[src/rtl/counter_arbiter.sv]
// Round-robin arbiter that time-shares one downstream counter among clients.
// Each grant clears the counter, enables it for a slot, then pulses done.
module counter_arbiter #(
    parameter int NUM_REQ   = 4,
    parameter int MAX_COUNT = 8,
    localparam int CW = $clog2(MAX_COUNT + 1)
) (
    input  logic               clk,
    input  logic               rst,
    input  logic [NUM_REQ-1:0] req,
    output logic [NUM_REQ-1:0] gnt,
    output logic [NUM_REQ-1:0] done,
    output logic               cnt_rst,
    output logic               cnt_enable,
    output logic [CW-1:0]      slot_cnt,
    output logic               busy
);

    localparam int IW = (NUM_REQ > 1) ? $clog2(NUM_REQ) : 1;
    localparam logic [CW-1:0]      LAST    = CW'(MAX_COUNT - 1);
    localparam logic [NUM_REQ-1:0] ONE     = NUM_REQ'(1);
    localparam logic [IW-1:0]      PTR_RST = IW'(NUM_REQ - 1);

    typedef enum logic [1:0] {
        IDLE,
        CLEAR,
        RUN,
        RELEASE
    } state_t;

    state_t             state_q, state_d;
    logic [IW-1:0]      owner_q, owner_d;
    logic [IW-1:0]      ptr_q, ptr_d;
    logic [CW-1:0]      cnt_q, cnt_d;
    logic [NUM_REQ-1:0] gnt_q, gnt_d;
    logic [NUM_REQ-1:0] done_q, done_d;

    logic               pick_vld;
    logic [IW-1:0]      pick_idx;
    logic [IW-1:0]      cand;

    // Walk from the farthest slot back to ptr+1 so the nearest requester wins.
    always_comb begin
        pick_vld = 1'b0;
        pick_idx = '0;
        cand     = '0;
        for (int i = NUM_REQ; i >= 1; i--) begin
            cand = IW'((int'(ptr_q) + i) % NUM_REQ);
            if (req[cand]) begin
                pick_vld = 1'b1;
                pick_idx = cand;
            end
        end
    end

    always_comb begin
        state_d = state_q;
        owner_d = owner_q;
        ptr_d   = ptr_q;
        cnt_d   = cnt_q;
        unique case (state_q)
            IDLE: begin
                if (pick_vld) begin
                    owner_d = pick_idx;
                    cnt_d   = '0;
                    state_d = CLEAR;
                end
            end
            CLEAR: begin
                cnt_d   = '0;
                state_d = RUN;
            end
            RUN: begin
                cnt_d = cnt_q + 1'b1;
                // Terminal count and a dropped request both end the slot normally.
                if (cnt_q == LAST || !req[owner_q]) begin
                    state_d = RELEASE;
                end
            end
            RELEASE: begin
                ptr_d   = owner_q;
                state_d = IDLE;
            end
            default: begin
                state_d = IDLE;
            end
        endcase
    end

    always_comb begin
        gnt_d  = '0;
        done_d = '0;
        if (state_d == CLEAR || state_d == RUN) begin
            gnt_d = ONE << owner_d;
        end
        if (state_d == RELEASE) begin
            done_d = ONE << owner_d;
        end
    end

    always_ff @(posedge clk or posedge rst) begin
        if (rst) begin
            state_q <= IDLE;
            owner_q <= '0;
            ptr_q   <= PTR_RST;
            cnt_q   <= '0;
            gnt_q   <= '0;
            done_q  <= '0;
        end else begin
            state_q <= state_d;
            owner_q <= owner_d;
            ptr_q   <= ptr_d;
            cnt_q   <= cnt_d;
            gnt_q   <= gnt_d;
            done_q  <= done_d;
        end
    end

    // The counter stays cleared for as long as this block is in reset.
    assign cnt_rst    = rst | (state_q == CLEAR);
    assign cnt_enable = (state_q == RUN);
    assign busy       = (state_q != IDLE);
    assign gnt        = gnt_q;
    assign done       = done_q;
    assign slot_cnt   = cnt_q;

    a_gnt_onehot: assert property (
        @(posedge clk) disable iff (rst) $onehot0(gnt_q)
    );

    a_cnt_bound: assert property (
        @(posedge clk) disable iff (rst)
        (state_q == RUN) |-> (cnt_q <= LAST)
    );

endmodule
[config.mk]
export PLATFORM = sky130hd
export DESIGN_NAME = counter_arbiter
export DESIGN_NICKNAME = d
export VERILOG_FILES = /design/src/rtl/counter_arbiter.sv
export SDC_FILE = /design/constraint.sdc
export NUM_CORES = 1
export LEC_CHECK = 0
export CAP_MARGIN = 20
export CORE_MARGIN = 3
export CORE_UTILIZATION = 45
export CTS_CLUSTER_SIZE = 24
export DETAILED_ROUTE_END_ITERATION = 10
export GPL_ROUTABILITY_DRIVEN = 0
export HOLD_SLACK_MARGIN = 0.12
export PLACE_DENSITY = 0.72
export SLEW_MARGIN = 40
export SYNTH_ARGS = -nofsm -noshare
export SYNTH_HDL_FRONTEND = slang
export SYNTH_SLANG_ARGS = --single-unit
[constraint.sdc]
create_clock -name clk -period 1.8 [get_ports clk]
set_input_delay 0.18 -clock clk [delete_from_list [all_inputs] [get_ports clk]]
set_output_delay 0.18 -clock clk [all_outputs]
set_load 0.01 [all_outputs]
# Word level (Yosys, flattened, before mapping)
# Cells that the tools add are included.
# word_totals
output_inout_bits	15
reg_bits	18
wordCells	60
# classes
bitwise_logic	1
shift	1
magnitude_cmp	5
eq_ne	8
n_mux	27
reduce_logical	7
add_sub_neg	5
# op_table
operator	count
$mux 2	8
$lt 2x3->1 const B	5
$mux 4	3
$pmux 4 s3	1
$bmux 1 s2	5
$mux 1	9
$eq 2x2->1 const B	4
$pmux 2 s4	1
$add 2x1->2 const B	2
$add 2x2->2 const B	2
$add 4x1->4 const B	1
$eq 2x1->1 const B	2
$eq 4x3->1 const B	1
$shl 1x2->4 const A	1
$reduce_bool 3->1	1
$logic_not 2->1	1
$logic_or 1x1->1	2
$ne 2x2->1 const B	1
$reduce_and 2->1	1
$reduce_bool 2->1	1
$logic_not 1->1	1
$or 1x1->1	1

# Longest topological paths before layout
# Gate-level depths: netlist of the first run.
# depth
depth_word	12
ltp_mapped	7

# Least setup slack after synthesis of the first run
# OpenSTA, ideal clock, no wires.
# synth_path
kind	flip-flop to flip-flop
from	reg state_q[0]
to	reg gnt_q[3], in the netlist gnt[3]
n_path_buf	0
path_stages_with_launch	8
setup_time_ns	0.129
arrival_ns	1.617
synth_period_minus_slack_ns	1.747
t_required_ns	1.671
path_slack_ns	0.053
path_cell_list	dfrtp_1 inv_1 ha_1 nor2_1 a31o_2 a21oi_1 ha_1 nor2b_1
# synth_between
elab_chain_cells	5
word_cells_on_any_way	13
cone_classes	5 x eq/ne; 1 x shift; 5 x mux; 2 x reduce/logical
# synth_rtl
element	line_no	text
from (decl)	31	state_t state_q, state_d;
from (signal assigned)	110	state_q <= state_d;
$eq 2x2->1 (*)	n/a	
net cnt_enable	14	output logic cnt_enable,
$pmux 2 s4 (*)	61	unique case (state_q)
net state_d[0]	31	
$eq 2x1->1 / $eq 2x2->1 (equally long branches)	93	if (state_d == CLEAR || state_d == RUN) begin
$logic_or 1x1->1 (*)	93	
$mux 4 (*)	93	
net gnt_d[3]	35	logic [NUM_REQ-1:0] gnt_q, gnt_d;
to (signal assigned)	114	gnt_q <= gnt_d;
to (decl)	35	
# The timed path passes the listed nets; every way through them passes the cells marked *.
# A chain may end at the register's enable or synchronous reset.

# Final worst setup path of the first run
# layout_path
from	reg state_q[0]
to	out cnt_rst
# layout_between
elab_chain_cells	2
# layout_rtl
element	line_no	text
$eq 2x1->1	120	assign cnt_rst = rst | (state_q == CLEAR);
$or 1x1->1	120	
to (decl)	13	output logic cnt_rst,
# No other way between the ends.

==> metrics.csv, run 1 <==
stage,metric,value,unit
logic_synthesis,Syn Inst Count,110,
sta,Worst slew margin,0.5391,
die,# IOs,21,
worst_setup_path,r2r worst-path depth,5,
worst_setup_path,maximum fanout along the worst path,4,
sta,Final Cycle Share,0.9634,
logic_synthesis,Yosys warnings,0,
route,drt initial violations,30,
die,Die Span X,55.69,um
route,TritonRoute pass-1 iters,4,
placement,Placed Cells,162,
global_routing,pin count of the biggest net entering global routing,19,
sta,Final Max Slew Viols,0,
clocking,CTS tree,yes,
route,M1 WL,1.096,mm
placement,detailed placer's ending HPWL,1.810,mm
layout,final non-filler cell total,168,
power_and_ir_drop,power per standard cell area,1636,nW/um^2
layout,ANT cells,0,
worst_setup_path,crit path kind,register to primary output,
die,Starting Density,0.4882,
placement,Buffers on Ports,20,
die,die height,55.69,um
clocking,clock slew at reported path FFs,0.11,ns
layout,Nets,155,
route,DR WL met2,1.191,mm
logic_synthesis,Synth Register Bits,18,
die,core area,2276,um^2
logic_synthesis,Synth Area in Compound Gates,0.2005,
sta,FMAX,576.7,MHz
worst_setup_path,CP Capture Type,primary output,
route,routed vias/inst,5.536,
worst_setup_path,Critical Path RT,1.62,ns
global_routing,total track usage,0.1637,
run_status,status,completed,
global_routing,total gr overflow,0,
logic_synthesis,Synth Area in XOR/XNOR,0,
logic_synthesis,Syn Area/Cell,10.10,um^2
logic_synthesis,Yosys cell types,35,
clocking,clock root buffer,clkbuf_4,
clocking,CTS Buffer Depth,2,
logic_synthesis,post-synthesis sequential area ratio,0.4077,
die,Die ar.,3101,um^2
global_routing,first-pass GRT wire length,4.057,mm
route,max layer used,met4,
sta,Hold Fails Final Rpt,0,
logic_synthesis,Synth Area in Adders,0.09009,
logic_synthesis,main combinational cell family by area after synthesis,compound AO/OA/AOI/OAI gates,
logic_synthesis,simple-gate portion of the synthesized area,0.1847,
worst_setup_path,Startpoint Class,register,
sta,setup ws final,0.06590,ns
route,WL per Instance,14.35,um
route,via count,930,
clocking,CTS Buf Count,3,
route,Routed WL,2.410,mm
layout,synth-to-layout area growth,29.73,%
power_and_ir_drop,Max VDD drop,876.9,uV
global_routing,initial antenna violation count,0,
logic_synthesis,Post-Syn Nets,124,
layout,filler instances,204,
logic_synthesis,Synth Cell Area,1111,um^2
clocking,clk_lat worst skew,0.29,ns
layout,Reg area,452.9,um^2
die,FP Rows,17,
clocking,htree depth,1,
worst_setup_path,CP Data Arrival Time,1.55,ns
route,# DRC,0,
route,Met3 Routed Length,91,um
flow_run,max cap viols,0,
sta,Fin Clk Skew,0.002830,ns
layout,share of cells above drive strength 1,0.2286,
logic_synthesis,mux contribution to synthesized area,0.05743,
worst_hold_path,Worst Hold Class,input port to async pin,
route,antenna-violating nets left,0,
placement,pre-CTS setup slack,-0.2482,ns
sta,final setup fails,0,
layout,highest-count cells in the layout ignoring fill and taps,"clkdlybuf4s50_1, dfrtp_1, nand2_1",
power_and_ir_drop,static leakage,0.6363,nW
clocking,clock sink total,18,
sta,fin crit period,1.734,ns
layout,footprint of the multi-input gates,614.3,um^2
sta,worst slew pin tran,0.6906,ns
layout,"commonest non-fill, non-tap cell in the layout",clkdlybuf4s50_1,
global_routing,vias in the first global route,916,
-- worst paths after layout --
path | from | end | slack [ns]
hold reg to reg | slot_cnt[1] | slot_cnt[1] | 0.54
hold / removal | rst | done[3] | 0.31
max in group asynchronous | rst | owner_q[0] | 1.06
setup reg to reg | slot_cnt[0] | gnt[3] | 0.10
setup / recovery | state_q[0] | cnt_rst | 0.07
min in group clk | slot_cnt[1] | slot_cnt[1] | 0.54
-- synth_stat cells (all sizes together) --
| cell type | number | share of area |
|---|---|---|
| mux4 | 1 | 0.024 |
| inv | 6 | 0.020 |
| a2bb2oi | 1 | 0.0079 |
| nand2b | 3 | 0.017 |
| nand3 | 3 | 0.014 |
| o211ai | 3 | 0.020 |
| a21oi | 6 | 0.027 |
| a211oi | 3 | 0.020 |
| dfstp | 2 | 0.047 |
| dfrtp | 16 | 0.36 |
| ha | 8 | 0.090 |
| mux2 | 3 | 0.034 |
| nand2 | 13 | 0.044 |
| o21ai | 8 | 0.036 |
| and2b | 1 | 0.0068 |
| nor2 | 2 | 0.0068 |
| buf | 5 | 0.039 |
| o31a | 1 | 0.0079 |
| and2 | 5 | 0.028 |
| o41ai | 1 | 0.025 |
| nor4 | 1 | 0.0056 |
| nor2b | 6 | 0.034 |
| o21bai | 1 | 0.0068 |
| or2 | 3 | 0.017 |
| o311ai | 1 | 0.0079 |
| a311oi | 1 | 0.0079 |
| and3 | 1 | 0.0056 |
| a31o | 1 | 0.0079 |
| a22oi | 2 | 0.018 |
| nand3b | 1 | 0.0068 |
| a21o | 1 | 0.0079 |
-- cell type report --
| cell class | instances | share of cell area |
|---|---|---|
| clock buffer | 4 | 0.02517 |
| inverter | 6 | 0.01563 |
| multi-input combinational | 81 | 0.4262 |
| sequential | 18 | 0.3142 |
| tap | 28 | 0.02431 |
| timing repair buffer | 31 | 0.1944 |
-- flip-flops by register name (all words and copies together), names as in the netlist --
| register | flops |
|---|---|
| done | 4 |
| gnt | 4 |
| owner_q | 2 |
| ptr_q | 2 |
| slot_cnt | 4 |
| state_q | 2 |
-- kinds of logic (layout without fill, tap and decap cells) --
| family | Yosys count | in the layout |
|---|---|---|
| multiplexers | 4 | 4 |
| flip-flops | 18 | 18 |
| buffers and inverters | 11 | 41 |
| AO/OA/AOI/OAI | 30 | 30 |
| adder cells (fa/ha/maj) | 8 | 8 |
| AND/OR/NAND/NOR | 39 | 39 |
-- power by group --
| group | switching (W) | internal, W |
|---|---|---|
| Sequential | 0.000122 | 0.000575 |
| Combinational | 0.000660 | 0.000748 |
| Clock | 0.000129 | 0.000123 |
| Total | 0.000911 | 0.00145 |
-- what timing repair did --
action                                  CTS  global route
setup buffers                             0             2
hold buffers                              0             0
resized for setup                         6             4
endpoints found under the setup margin    3             6
pin swaps                                 0             0
-- worst max-delay path: stages (launching register included) --
cell	delay, ns
dfrtp_1	0.41
buf_4	0.16
ha_1	0.18
or2_2	0.28
clkdlybuf4s15_1	0.23
-- through the flow --
| step | hold WS [ns] | setup TNS, ns | utilization | area [um^2] | total power, W |
|---|---|---|---|---|---|
| finish | 0.3068 | 0 | 0.6333 | 1441 | 0.002358 |
| detailed placement | 0.5285 | -1.450 | 0.6020 | 1370 | 0.002023 |
| global placement | 0.5122 | -1.023 | 0.6020 | 1370 | 0.001983 |
| CTS | 0.3134 | 0 | 0.6218 | 1415 | 0.002296 |
| global route | 0.3845 | -0.001865 | 0.6333 | 1441 | 0.002541 |
| floorplan | 0.1171 | 0 | - | 1111 | 0.001527 |
-- layer usage --
layer / track usage / vias up
li1: - / 449
met2: 0.2736 / 19
met1: 0.2029 / 458
met4: 0.07986 / 0
met3: 0.02784 / 4
met5: 0 / -
Power figures use the tool's default switching activity.
==> run 2, diff against run 1 <==
--- a/config.mk
+++ b/config.mk
@@ -8,6 +8,7 @@
 export CAP_MARGIN = 20
 export CORE_MARGIN = 3
 export CORE_UTILIZATION = 45
+export CTS_CLUSTER_DIAMETER = 150
 export CTS_CLUSTER_SIZE = 24
 export DETAILED_ROUTE_END_ITERATION = 10
 export GPL_ROUTABILITY_DRIVEN = 0
==> results of run 2 <==
No change in the layout: final DEF, timing and power equal those of run 1.
